### src/rtl/cpu_int_seq.sv
// cpu_int_seq: fixed-priority RST/NMI/IRQ/BRK sequencer that injects vector words and stalls fetch/decode.
// Optional CPU_INT_NEST_EN selects per-priority IRQ nesting; undefined gives single-level in-service.
module cpu_int_seq #(
  parameter int          NUM_IRQ  = 4,
  parameter logic [15:0] VEC_BASE = 16'hFFE0,
  parameter logic [15:0] IR_RST   = 16'h132C,
  parameter logic [15:0] IR_INT   = 16'h8322
) (
  input  logic               clk,
  input  logic               a_rst,
  input  logic               rst,
  input  logic               nmi,
  input  logic [NUM_IRQ-1:0] irq,
  input  logic [NUM_IRQ-1:0] irq_en,
  input  logic               irq_dis,
  input  logic               brk,
  input  logic               op_wai,
  input  logic               op_stp,
  input  logic               op_rti,
  input  logic               feed_ack,
  input  logic               sf_busy,
  input  logic               sf_rdy,
  output logic [15:0]        int_ir,
  output logic [15:0]        int_k,
  output logic               nmi_ack,
  output logic [NUM_IRQ-1:0] irq_ack,
  output logic [NUM_IRQ-1:0] in_service,
  output logic               replace_ir,
  output logic               replace_k,
  output logic               hold_fetch,
  output logic               hold_decode
);
  typedef enum logic [2:0] {
    RESET  = 3'd0,
    VECTOR = 3'd1,
    SKIP   = 3'd2,
    RUN    = 3'd3,
    FLAGW  = 3'd4,
    WAITI  = 3'd6,
    STOP   = 3'd7
  } state_t;
  state_t state, next_state;
  logic [3:0] slot, win, irq_idx;
  logic nmi_q, nmi_pend, acc;
  logic [NUM_IRQ-1:0] blk, pend, irq_el, irq_first, is_clr, is_set;
  logic take, wake, enter_vec, ack_ok, rst_clr, nmi_ack_nxt, in_reset;
  // blk[i]: IRQ i is shadowed by an in-service line of equal or higher priority
  always_comb begin
    acc = 1'b0;
    blk = '0;
    irq_idx = '0;
    for (int i = 0; i < NUM_IRQ; i++) begin
      acc = acc | in_service[i];
`ifdef CPU_INT_NEST_EN
      blk[i] = acc;
`else
      blk[i] = |in_service;
`endif
    end
    pend = irq & irq_en & ~blk;
    irq_el = pend & {NUM_IRQ{~irq_dis}};
    irq_first = irq_el & (~irq_el + NUM_IRQ'(1));
    for (int i = NUM_IRQ - 1; i >= 0; i--)
      if (irq_el[i]) irq_idx = 4'(i);
    win = rst ? 4'd2 : nmi_pend ? 4'd1 : (|irq_el) ? 4'd3 + irq_idx : 4'd0;
    take = rst | nmi_pend | (|irq_el) | brk;
    wake = take | (|pend);
  end
  always_comb begin
    next_state = VECTOR;
    case (state)
      VECTOR:  next_state = feed_ack ? SKIP : VECTOR;
      SKIP:    next_state = feed_ack ? RUN : SKIP;
      RUN:     next_state = sf_busy ? FLAGW : (take && feed_ack) ? VECTOR :
                            op_stp ? STOP : op_wai ? WAITI : RUN;
      FLAGW:   next_state = sf_rdy ? RUN : FLAGW;
      WAITI:   next_state = take ? VECTOR : wake ? RUN : WAITI;
      STOP:    next_state = rst ? VECTOR : STOP;
      default: next_state = VECTOR;
    endcase
  end
  // only vectoring out of RUN/WAITI can carry an NMI or IRQ; RESET/STOP always vector to slot 2
  always_comb begin
    in_reset = !(state inside {VECTOR, SKIP, RUN, FLAGW, WAITI, STOP});
    enter_vec = (next_state == VECTOR) && (state != VECTOR);
    ack_ok = enter_vec && (state == RUN || state == WAITI) && !rst;
    rst_clr = enter_vec && rst;
    nmi_ack_nxt = ack_ok && nmi_pend;
    is_set = (ack_ok && !nmi_pend) ? irq_first : '0;
`ifdef CPU_INT_NEST_EN
    is_clr = op_rti ? in_service & (~in_service + NUM_IRQ'(1)) : '0;
`else
    is_clr = op_rti ? '1 : '0;
`endif
  end
  always_ff @(posedge clk or negedge a_rst) begin
    if (!a_rst) begin
      state <= RESET;
      slot <= 4'd2;
      in_service <= '0;
      nmi_pend <= 1'b0;
      nmi_q <= 1'b0;
      nmi_ack <= 1'b0;
      irq_ack <= '0;
    end else begin
      state <= next_state;
      slot <= in_reset ? 4'd2 : enter_vec ? win : slot;
      in_service <= rst_clr ? '0 : (in_service & ~is_clr) | is_set;
      nmi_pend <= !rst_clr && ((nmi_pend && !nmi_ack_nxt) || (nmi && !nmi_q));
      nmi_q <= nmi;
      nmi_ack <= nmi_ack_nxt;
      irq_ack <= is_set;
    end
  end
  assign int_ir = (slot == 4'd2) ? IR_RST : IR_INT;
  assign int_k = VEC_BASE + {11'd0, slot, 1'b0};
  assign replace_ir = (state == VECTOR);
  assign replace_k = (state == VECTOR);
  assign hold_fetch = !a_rst || (next_state != RUN);
  assign hold_decode = !a_rst || ((next_state != RUN) && (next_state != VECTOR));
endmodule

### config.mk
export PLATFORM = sky130hd
export DESIGN_NAME = cpu_int_seq
export DESIGN_NICKNAME = d
export VERILOG_FILES = /design/src/rtl/cpu_int_seq.sv
export SDC_FILE = /design/constraint.sdc
export NUM_CORES = 1
export LEC_CHECK = 0
export CAP_MARGIN = 5
export CORE_ASPECT_RATIO = 1.75
export CORE_MARGIN = 4
export CORE_UTILIZATION = 36
export DETAILED_ROUTE_END_ITERATION = 10
export HOLD_SLACK_MARGIN = 0.08
export PLACE_DENSITY = 0.77
export SYNTH_ARGS = -nofsm -noshare
export SYNTH_HDL_FRONTEND = slang
export SYNTH_SLANG_ARGS = --single-unit
### constraint.sdc
create_clock -name clk -period 2.2 [get_ports clk]
set_clock_uncertainty 0.05 [all_clocks]
set_input_delay 0.44 -clock clk [delete_from_list [all_inputs] [get_ports clk]]
set_output_delay 0.44 -clock clk [all_outputs]
set_load 0.02 [all_outputs]
==> impl_metrics.csv, run 1 <==
group,metric,value,unit
grt,grt_pass1_vias,1275,
worst_hold_path,min_from,"nmi_q$_DFF_PN0_",
floorplanning,core_area,3398,um^2
setup_path,path_cells,"or4_4 > buf_6 > a311oi_4 > nor2_2 > a2111o_1 > nand4_1 > buf_4",
power,p_per_area,949.3,nW/um^2
floorplanning,fp-row-count,28,
detailed_routing,wl,3472,um
status,outcome,"finished with violations",
clock_tree,clock_path_buffers,2,
finish,antenna_cells,0,
detailed_routing,met3WireLength,254,um
synthesis,ys_ff_latch,17,
finish,fin_util,59.43,%
worst_hold_path,hold_end,"nmi_pend$_DFF_PN0_",
setup_path,slowest_stage,"or4_4",
grt,grt_start_max_net_pins,14,
setup_path,worst_ep_required_time,1.71,ns
grt,grt_pass1_wl,5451,um
placed_design,gp_congestion,0.8949,
synthesis,yosysTopAreaCell,"dfrtp_1",
setup_path,crit_arrival,2.21,ns
finish,nFillCells,331,
synthesis,syn_area_per_cell,8.863,um^2
detailed_routing,ant_nets,0,
timing,fin_tns_setup,-4.385,ns
timing,finalWorstSetupSlack,-0.4961,ns
job,maxCapViolations,0,
setup_path,crit_type,"flop to output port",
placed_design,dp_hpwl,2762,um
setup_path,regToRegSetupSlack,-0.43,ns
setup_path,start_kind,"flop",
clock_tree,cts_max_level,1,
grt,overflow,0,
detailed_routing,top_layer_used,"met4",
detailed_routing,met2WireLength,2032,um
floorplanning,die_y,86.50,um
clock_tree,clk_pin_slew_worst_paths,0.06,ns
placed_design,port_buffers,40,
setup_path,cp-end-kind,"output port",
clock_tree,cts_inserted_buffers,3,
clock_tree,cts_root_buf,"clkbuf_8",
clock_tree,cts.sinks,17,
timing,post-route-min-period,2.696,ns
finish,fin_area,2019,um^2
timing,hold_slack,0.4708,ns
setup_path,path_max_fanout,3,
floorplanning,die_area,4572,um^2
floorplanning,fp.dieW,52.86,um
finish,layout_commonest_cell,"buf_4",
timing,max_freq,370.9,MHz
power,p_leak,0.9454,nW
clock_tree,cts_tree,"built",
synthesis,yosysSeqAreaShare,33.66,%
synthesis,ys_async_sr_fraction,100.0,%
placed_design,postPlaceCellArea,1864,um^2
timing,period_share,122.5,%
floorplanning,initial_core_util,37.30,%
synthesis,synth.top_cell.area_share,31.59,%
floorplanning,io_pins,65,
synthesis,netlist_area,1267,um^2
timing,hold_viol,0,
power,power.total,1.917,mW
finish,final_cell_mix,"buf_4 (41), clkdlybuf4s50_1 (31), conb_1 (24)",
finish,fin_nets,240,
setup_path,reg2reg_depth,8,
synthesis,synth_ff_type,"dfrtp_1",
timing,rsz0062_at_grt,"yes",
detailed_routing,viasPerCell,4.745,
detailed_routing,dr.first_iter.drc_count,33,
setup_path,r2r-end,"in_service[3]$_DFF_PN0_",
finish,area_delta_synth_final,59.33,%
clock_tree,clock_latency,0.24,ns
timing,setup-violations-final,15,
detailed_routing,wire_per_inst,13.20,um
detailed_routing,vias,1248,
grt,grt_util_all_layers,15.49,%
status,violations,"setup timing",
synthesis,ys_top_cells_by_area,"dfrtp_1 (32%), buf_4 (17%), o21ai_0 (3.9%), nor4_4 (3.4%), o22a_1 (2.8%)",
synthesis,ys_types,45,
power,peakVddDrop,0.0006356,V
grt,antenna_found_initial,0,
finish,drive_gt1_share,35.32,%
worst_hold_path,hp-class,"flop to flop",
synthesis,yosysWarnings,0,
detailed_routing,drt-met1-wl,1136,um
detailed_routing,drc,0,
worst_hold_path,hold_path_depth,2,
timing,slew_violations,0,
synthesis,synth_edf_count,0,
detailed_routing,first_pass_iters,4,
setup_path,cpPeakStageDelay,0.56,ns
setup_path,timing.rr.start,"in_service[0]$_DFF_PN0_",
synthesis,syn_inst,143,
## worst max path at each step
| stage | depth (start not counted) | from | endpoint |
|---|---|---|---|
| 6_report | 7 | in_service[0]$_DFF_PN0_ | hold_fetch |
| 5_1_grt | 8 | irq_en[2] | hold_fetch |
| 4_1_cts | 7 | in_service[0]$_DFF_PN0_ | hold_fetch |
| 3_5_place_dp | 8 | irq_en[2] | hold_fetch |
| 3_3_place_gp | 8 | irq[2] | hold_fetch |
| 2_1_floorplan | 7 | in_service[1]$_DFF_PN0_ | slot[1]$_DFFE_PN1P_ |
## cell families after synthesis
group                    Yosys count  synth area share, %
multiplexers                       2                1.974
XOR/XNOR                           1               0.6911
other                              2               0.5925
flip-flops                        17                33.66
AO/OA/AOI/OAI                     28                15.20
buffers and inverters             39                20.63
AND/OR/NAND/NOR                   53                26.26
adder cells (fa/ha/maj)            1               0.9870
## flip-flops by register name, summed over array words and instances, names as in the netlist
signal	flops
in_service	4
irq_ack	4
nmi_pend	1
slot	3
state	3
nmi_ack	1
nmi_q	1
## cell usage after synthesis, types with 3 or more instances
| master | count |
|---|---|
| a21oi_1 | 4 |
| buf_4 | 28 |
| clkbuf_1 | 3 |
| dfrtp_1 | 16 |
| inv_1 | 5 |
| nand2_1 | 7 |
| nand2b_1 | 4 |
| nand3_1 | 5 |
| nor2_1 | 8 |
| nor2b_1 | 5 |
| nor3_1 | 6 |
| o21ai_0 | 10 |
| o22a_1 | 4 |
## per-stage QoR
stage               setup WS (ns)  cells
floorplan                 -0.2205    165
global placement          -0.9241    251
detailed placement        -0.9866    251
CTS                       -0.5256    260
global route              -0.6206    263
finish                    -0.4961    263
## area by class of cell
| type | count | area, um^2 | share of cell area (%) |
|---|---|---|---|
| clock buffers | 4 | 45.04 | 2.230 |
| inverters | 5 | 18.77 | 0.9294 |
| multi-input cells | 109 | 752.0 | 37.24 |
| flip-flops and latches | 17 | 429.2 | 21.25 |
| well taps | 45 | 56.30 | 2.788 |
| repair buffers | 83 | 718.2 | 35.56 |
## layer usage
layer	track usage (%)	up-vias
met5	0	-
met4	5.814	0
met3	2.410	4
met2	29.19	51
met1	16.41	593
li1	-	600
## what timing repair did
action | in CTS | in global routing
buffers inserted | 5 | 4
resized for setup | 25 | 21
endpoints found under the setup margin | 22 | 20
pin swaps | 5 | 5
hold buffers | 0 | 0
## power by group
group | internal [mW] | total (mW) | switching [mW] | leakage (nW)
registers | 0.373 | 0.426 | 0.0533 | 0.220
clock network | 0.128 | 0.230 | 0.102 | 0.0228
logic | 0.591 | 1.26 | 0.670 | 0.703
## critical path, delay by kind of cell, from the launching register on
kind	cells	cell delay [ns]
buf+inv	2	0.28
simple gates	3	0.72
compound gates	2	0.55
flops	1	0.40
Power figures use the tool's default switching activity.
==> run 2, diff against run 1 <==
==> constraint.sdc (replaced) <==
create_clock -name clk -period 2.2 [get_ports clk]
set_clock_uncertainty 0.05 [all_clocks]
set_input_delay 0.22 -clock clk [delete_from_list [all_inputs] [get_ports clk]]
set_output_delay 0.22 -clock clk [all_outputs]
set_load 0.05 [all_outputs]
==> run 2 against run 1 <==
The flow still finishes with violations (setup timing). Combinational power up 38%. Fmax up 2.7%. Critical endpoint is now hold_decode. Global-route usage is 0.38 points lower. Sequential share of layout area down 0.25 points. Critical path type unchanged. Sequential power grew 4%.
==> impl_metrics.csv, run 2 (same netlist as run 1, synthesis figures left out) <==
group,metric,value,unit
grt,grt_util_all_layers,15.11,%
grt,antenna_found_initial,0,
timing,rsz0062_at_grt,"yes",
finish,multiInputGateArea,753.2,um^2
setup_path,cpPeakStageDelay,0.57,ns
clock_tree,clock_path_buffers,2,
finish,fin_util,60.31,%
setup_path,start_kind,"flop",
finish,layout_commonest_cell,"buf_4",
timing,max_slew_margin,66.59,%
worst_hold_path,hp-class,"input port to async pin",
finish,fin_nets,236,
floorplanning,initial_core_util,37.30,%
detailed_routing,first_pass_iters,4,
setup_path,path_delay_family,"simple AND/OR/NAND/NOR gates",
setup_path,crit_type,"flop to output port",
detailed_routing,wire_per_inst,12.81,um
finish,drive_gt1_share,37.85,%
placed_design,port_buffers,40,
job,maxCapViolations,0,
timing,worst_pin_slew,0.4996,ns
timing,setup-violations-final,14,
detailed_routing,drc,0,
timing,fin_tns_setup,-3.129,ns
clock_tree,clock_latency,0.25,ns
detailed_routing,ant_nets,0,
finish,antenna_cells,0,
clock_tree,cts_root_buf,"clkbuf_8",
floorplanning,fp-row-count,28,
timing,finalWorstSetupSlack,-0.4255,ns
setup_path,slowest_stage,"or4_4",
clock_tree,hold_buffers,0,
detailed_routing,wl,3319,um
grt,grt_start_max_net_pins,15,
grt,grt_pass1_wl,5257,um
setup_path,path_cells,"or4_4 > a311o_1 > nand2_1 > a211oi_2 > nor3_2 > buf_4 > nand3_2 > buf_12",
finish,top_regs,"in_service x4, irq_ack x4",
setup_path,worst_ep_required_time,1.93,ns
clock_tree,clk_pin_slew_worst_paths,0.07,ns
power,p_leak,0.9522,nW
detailed_routing,dr.first_iter.drc_count,9,
status,violations,"setup timing",
setup_path,path_max_fanout,3,
power,power.total,2.412,mW
setup_path,crit_arrival,2.36,ns
floorplanning,core_area,3398,um^2
detailed_routing,viasPerCell,4.745,
detailed_routing,vias,1229,
timing,hold_slack,0.1637,ns
placed_design,gp_congestion,0.9030,
floorplanning,fp.dieW,52.86,um
clock_tree,cts.sinks,17,
setup_path,cp-end-kind,"output port",
finish,final_cell_mix,"buf_4 (41), clkdlybuf4s50_1 (31), conb_1 (24)",
power,p_per_area,1177,nW/um^2
clock_tree,cts_inserted_buffers,3,
floorplanning,die_area,4572,um^2
floorplanning,die_y,86.50,um
floorplanning,io_pins,65,
placed_design,dp_hpwl,2756,um
timing,max_freq,380.9,MHz
timing,slew_violations,0,
finish,area_delta_synth_final,61.70,%
status,outcome,"finished with violations",
setup_path,path_buf_inv,2,
grt,grt_pass1_vias,1183,
timing,period_share,119.3,%
timing,hold_viol,0,
finish,nFillCells,314,
clock_tree,cts_max_level,1,
finish,regArea,430.4,um^2
timing,post-route-min-period,2.626,ns
power,peakVddDrop,0.0008044,V
grt,overflow,0,
placed_design,place_ws,-0.2664,ns
clock_tree,cts_tree,"built",
## run 2: cell count changes in the layout (fill, tap and decap cells not counted), moves of 2 or more
| cell | before | now |
|---|---|---|
| buf_12 | 0 | 5 |
| dlygate4sd2_1 | 4 | 0 |
| o21ai_1 | 5 | 2 |
| buf_6 | 4 | 2 |
| clkbuf_2 | 2 | 0 |
| o21ai_0 | 5 | 7 |
## run 2: final cells by class
type | count | share of cell area [%]
multi-input combinational | 109 | 36.75
timing repair buffer | 79 | 36.14
sequential | 17 | 21.00
tap | 45 | 2.747
clock buffer | 3 | 2.015
inverter | 5 | 1.099
clock inverter | 1 | 0.2442
## run 2: final timing paths
| kind | startpoint | slack [ns] | cells past startpoint | to |
|---|---|---|---|---|
| max in group asynchronous | a_rst | 1.38 | 2 | slot[1]$_DFFE_PN1P_ |
| worst min register to register | slot[0]$_DFFE_PN0P_ | 0.48 | 2 | slot[0]$_DFFE_PN0P_ |
| worst max-delay path | in_service[3]$_DFF_PN0_ | -0.43 | 8 | hold_decode |
| worst max register to register | in_service[3]$_DFF_PN0_ | -0.32 | 8 | in_service[3]$_DFF_PN0_ |
| worst min-delay path | a_rst | 0.16 | 1 | state[1]$_DFF_PN0_ |
| min in group clk | nmi | 0.39 | 1 | nmi_q$_DFF_PN0_ |
## run 2: layer usage
metal	wire length (um)	vias up	track usage [%]	share of wire, %
met4	88	0	6.512	2.7
met2	2020	48	31.11	61
met1	1002	575	13.71	30
met5	0	-	0	0
li1	-	597	-	-
met3	208	9	1.377	6.3
## run 2: what timing repair did
item,CTS,global route
setup endpoints to repair,14,15
cloned,0,0
setup buffers,4,2
resized for setup,11,8
pin swaps,11,6
## run 2: metrics by stage
step | instances | cell area (um^2)
floorplan | 165 | 1395
global placement | 249 | 1891
detailed placement | 249 | 1891
CTS | 257 | 2008
global route | 259 | 2049
finish | 259 | 2049
## run 2: report_power, final
| part | total, mW | internal [mW] | switching [mW] |
|---|---|---|---|
| combinational | 1.74 | 0.739 | 1.00 |
| clock | 0.230 | 0.126 | 0.104 |
| sequential | 0.441 | 0.373 | 0.0680 |
| total | 2.41 | 1.24 | 1.17 |
## run 2: worst register-to-register path: stages, from the launching register on
cell and delay [ns]:
dfrtp_2 0.40, or4_4 0.57, a311oi_4 0.26, buf_4 0.18, o21ai_2 0.05, or4_4 0.41
buf_6 0.16, nor4_4 0.23, o22a_1 0.16
==> RTL edit 1 (config.mk and constraints of run 2) <==
The output `irq_ack` loses its register stage (`irq_ack` becomes a continuous assignment).
--- a/src/rtl/cpu_int_seq.sv
+++ b/src/rtl/cpu_int_seq.sv
@@ -103,3 +103,2 @@
       nmi_ack <= 1'b0;
-      irq_ack <= '0;
     end else begin
@@ -111,5 +110,6 @@
       nmi_ack <= nmi_ack_nxt;
-      irq_ack <= is_set;
     end
   end
+
+  assign irq_ack = is_set;
   assign int_ir = (slot == 4'd2) ? IR_RST : IR_INT;
Behaviour: not the same (a bounded check fails within 4 cycles, from zero or initial values and one cycle with a_rst low).
==> RTL edit 1 against run 2 <==
- the flow still finishes with violations (setup timing)
- power increased by 2.3%
- combinational power is 8% higher
- worst setup slack worse by 0.16 ns
- non-clock buffer count increased by 6
- fmax fell by 5.7%
- area after synthesis down 7.9%
- utilization grew 5.2 points
- wire length increased by 7.9%
- sequential cell count down 4
- sequential share of layout area down 5.0 points
- final area is 0.49% higher
- critical path depth down 1
- critical path type unchanged
==> RTL edit 1: results (changes against run 2) <==
Run status
  – Status: complete, but fails checks
  – Failing checks: setup timing

Clock network
  – Reg clk slew, reported paths: 0.06 ns

Setup path
  – Slowest CP cell: or4_4
  – R2r setup slk: -0.30 ns (+0.02 ns)
  – Worst Path Arrival: 2.51 ns (+0.15 ns)
  – Crit path max fanout: 4 (+1)
  – FF-to-FF path depth: 7 (-1)

Final layout
  – Fill cells: 266 (-15%)
  – Net count, final: 238 (+0.85%)
  – Layout cells sized above 1: 42.6% (+4.7 points)

Detailed routing
  – Initial DRC count: 17 (+8)
  – Routed wire per std cell: 13.8 um (+7.9%)
  – WL final: 3580 um (+7.9%)
  – WL met3: 179 um (-14%)
  – Met1 WL: 1260 um (+25%)
  – DR pass1 iterations: 4 (unchanged)
  – Vias post-DR: 1228 (-0.081%)

Global route
  – Largest net degree at the start of global routing: 14 (-1)
  – Met1 Use GR: 17.7% (+4.0 points)
  – Vias in the first global route: 1263 (+6.8%)
  – First-pass GRT wire length: 5840 um (+11%)
  – GRT met3 Usage: 1.26% (-0.12 points)
  – Total GRT Usage: 17.6% (+2.5 points)
  – Met2 Usage GRT: 34.4% (+3.3 points)
  – Antenna violations before repair: 0 (unchanged)

Place
  – Post-DP Area: 0.00187 mm^2 (-0.99%)
  – Final GP Congestion: 0.906 (+0.35%)
  – Detail Placement HPWL: 3000 um (+9.0%)
  – Inst Count DP: 247 (-0.80%)

Synth
  – Library cells used by synthesis: 45 (unchanged)
  – Register area share after synthesis: 28.0% (-5.7 points)
  – Commonest cells in the netlist: 28 x buf_4, 12 x dfrtp_1, 10 x o21ai_0, 8 x nor2_1, 7 x nand2_1
  – Post-Syn Area per Cell: 8.40 um^2 (-5.2%)

Power and ir drop
  – VDD IR max: 0.857 mV (+6.5%)

STA
  – Worst hold slack: 0.407 ns (+0.243 ns)
  – Final setup violating endpoints: 15 (+1)
  – Worst Slack Setup Final: -0.584 ns (-0.159 ns)

Hold path
  – Hold crit path type: input pin to flop
## RTL edit 1: repair_timing
item                                    4_1_cts  5_1_grt
endpoints found under the hold margin         0        0
endpoints found under the setup margin       15       16
gates resized for setup                      13       10
buffers inserted                             11        2
pin swaps                                     6        8
## RTL edit 1: logic make-up (layout without fill, tap and decap cells)
kind of cell,after synthesis,in the layout,share of synthesized area (%)
xor gates and xnor gates,1,1,0.750
buffers and inverters,39,94,22.4
AOI/OAI and AO/OA,28,28,16.5
adders and majority gates,1,1,1.07
other,2,24,0.643
and+or+nand+nor,53,53,28.5
muxes,2,2,2.14
DFF,13,13,28.0
## RTL edit 1: layout make-up
type	instances	area (um^2)	share of cell area [%]
timing repair buffer	85	837	40.6
sequential	13	330	16.0
multi-input combinational	109	769	37.4
clock buffer	3	41.3	2.00
inverter	5	22.5	1.09
clock inverter	1	5.00	0.243
tap	43	53.8	2.61
## RTL edit 1: where the power goes
group	internal [uW]	switching, uW	total [uW]
combinational	825	1050	1880
sequential	298	73.1	371
clock	125	90.7	216
total	1250	1220	2470
## RTL edit 1: worst paths after layout
kind                               to     startpoint
max in group asynchronous     slot[1]          a_rst
max reg2reg                   slot[1]  in_service[3]
max                        irq_ack[3]  in_service[3]
min                             nmi_q            nmi
min in group asynchronous    state[1]          a_rst
min reg2reg                  nmi_pend          nmi_q
## RTL edit 1: worst max-delay path: cells and delay by family (launching register included)
family / cells / cell delay [ns]
simple gates: 3 / 1.21
flops: 1 / 0.40
buf+inv: 2 / 0.34
compound gates: 2 / 0.32
## RTL edit 1: per-stage QoR
step	setup WS, ns	TNS [ns]
after floorplan	-0.813	-6.41
after global placement	-0.388	-3.47
after detailed placement	-0.449	-4.02
after CTS	-0.558	-4.80
after global routing	-0.665	-6.18
final	-0.584	-5.10
==> RTL edit 2 (flow settings as in run 2) <==
Without the edit above. The parameter `NUM_IRQ` goes from 4 to 8.
--- a/src/rtl/cpu_int_seq.sv
+++ b/src/rtl/cpu_int_seq.sv
@@ -3,3 +3,3 @@
 module cpu_int_seq #(
-  parameter int          NUM_IRQ  = 4,
+  parameter int          NUM_IRQ  = 8,
   parameter logic [15:0] VEC_BASE = 16'hFFE0,
Interface: changed (resized in_service, irq, irq_ack and irq_en); port bits go from 65 to 81. No check against the original RTL was run, so the function may have changed too.
==> RTL edit 2 against run 2 <==
- the flow still finishes with violations (setup timing)
- sequential cell count is 9 higher
- wire length is 78% higher
- critical path depth is 1 higher
- final area increased by 53%
- area after synthesis up 44%
- fmax fell by 6.2%
- power is 65% higher
- final cell count rose by 38%
- worst setup slack got worse by 0.17 ns
- combinational power grew 70%
==> RTL edit 2: results (changes against run 2) <==
Detailed routing
  – WL met3: 311 um (+50%)
  – WL final: 5900 um (+78%)
  – Via/cell ratio: 5.40 (+14%)
  – Met2 wire len: 3450 um (+71%)
  – Met1 WL: 2000 um (+100%)

Global route
  – Total GRT Usage: 17.8% (+2.7 points)
  – Largest net degree at the start of global routing: 27 (+12)
  – Met1 Use GR: 19.1% (+5.4 points)
  – Vias in the first global route: 1858 (+57%)
  – GRT met3 Usage: 1.26% (-0.11 points)

Clock network
  – Reg clk slew, reported paths: 0.09 ns (+0.02 ns)
  – Worst skew pair latency: 0.27 ns (+0.02 ns)
  – H-tree Lvls: 1 (unchanged)

Synth
  – Adder and majority cell fraction of the synthesized area: 0.685% (-0.30 points)
  – Register area share after synthesis: 35.7% (+2.0 points)
  – Compound-cell area share of the yosys netlist: 16.6% (+1.4 points)
  – Commonest cells in the netlist: 28 x buf_4, 25 x dfrtp_1, 16 x nand2_1, 12 x nor2_1, 10 x nor2b_1
  – Xor/xnor cell area share of the yosys netlist: 0.959% (+0.27 points)
  – Top cells by area, synth: dfrtp_1 34%, buf_4 12%, nor2b_1 3.4%
  – Post-Syn Area per Cell: 9.23 um^2 (+4.1%)

Power and ir drop
  – Clk pwr share: 10.1% (+0.6 points)
  – Static Leakage: 0.00138 uW (+45%)
  – PD cells: 1270 mW/mm^2 (+7.7%)
  – VDD IR max: 1.32 mV (+64%)
  – Internal power: 2030 uW (+64%)
  – Comb pwr share: 74.2% (+2.0 points)

STA
  – Worst Tran Pin Value: 0.528 ns (+0.0286 ns)
  – Worst Slack Setup Final: -0.599 ns (-0.174 ns)
  – Final setup violating endpoints: 25 (+11)
  – Setup Total Neg Slack: -11.85 ns (-8.72 ns)

Final layout
  – Net count, final: 334 (+42%)
  – Largest regs: in_service: 8 flops, irq_ack: 8 flops, slot: 4 flops

Place
  – Final GP Congestion: 0.897 (-0.65%)
  – Pre-CTS setup slack: -0.398 ns (-0.131 ns)
  – Post-DP Area: 0.00280 mm^2 (+48%)

Setup path
  – Worst Path Arrival: 2.95 ns (+0.59 ns)
  – Crit path max fanout: 6 (+3)

Run status
  – Failing checks: setup timing
  – Status: complete, but fails checks
RTL edit 2: final timing paths:
kind | from | end | slack [ns] | cells after the start
max | in_service[4] | in_service[7] | -0.60 | 9
min | a_rst | state[0] | 0.30 | 2
min reg2reg | slot[0] | slot[0] | 0.51 | 1
min in group clk | nmi | nmi_q | 0.36 | 1
max reg2reg | in_service[4] | in_service[7] | -0.60 | 9
max in group asynchronous | a_rst | slot[1] | 1.50 | 2
RTL edit 2: cell type report:
type / instances / area (um^2) / area share [%]
Clock buffer: 3 / 41.3 / 1.32
Clock inverter: 1 / 30.0 / 0.958
Inverter: 6 / 26.3 / 0.838
Multi-Input combinational cell: 152 / 1190 / 38.0
Sequential cell: 26 / 659 / 21.0
Tap cell: 54 / 67.6 / 2.16
Timing Repair Buffer: 116 / 1120 / 35.7
RTL edit 2: timing repair:
item                                   4_1_cts  5_1_grt
pin swaps                                    6       10
endpoints found under the hold margin        0        0
setup buffers                                2        9
hold buffers                                 0        0
setup endpoints to repair                   25       25
gates resized for setup                     21       20
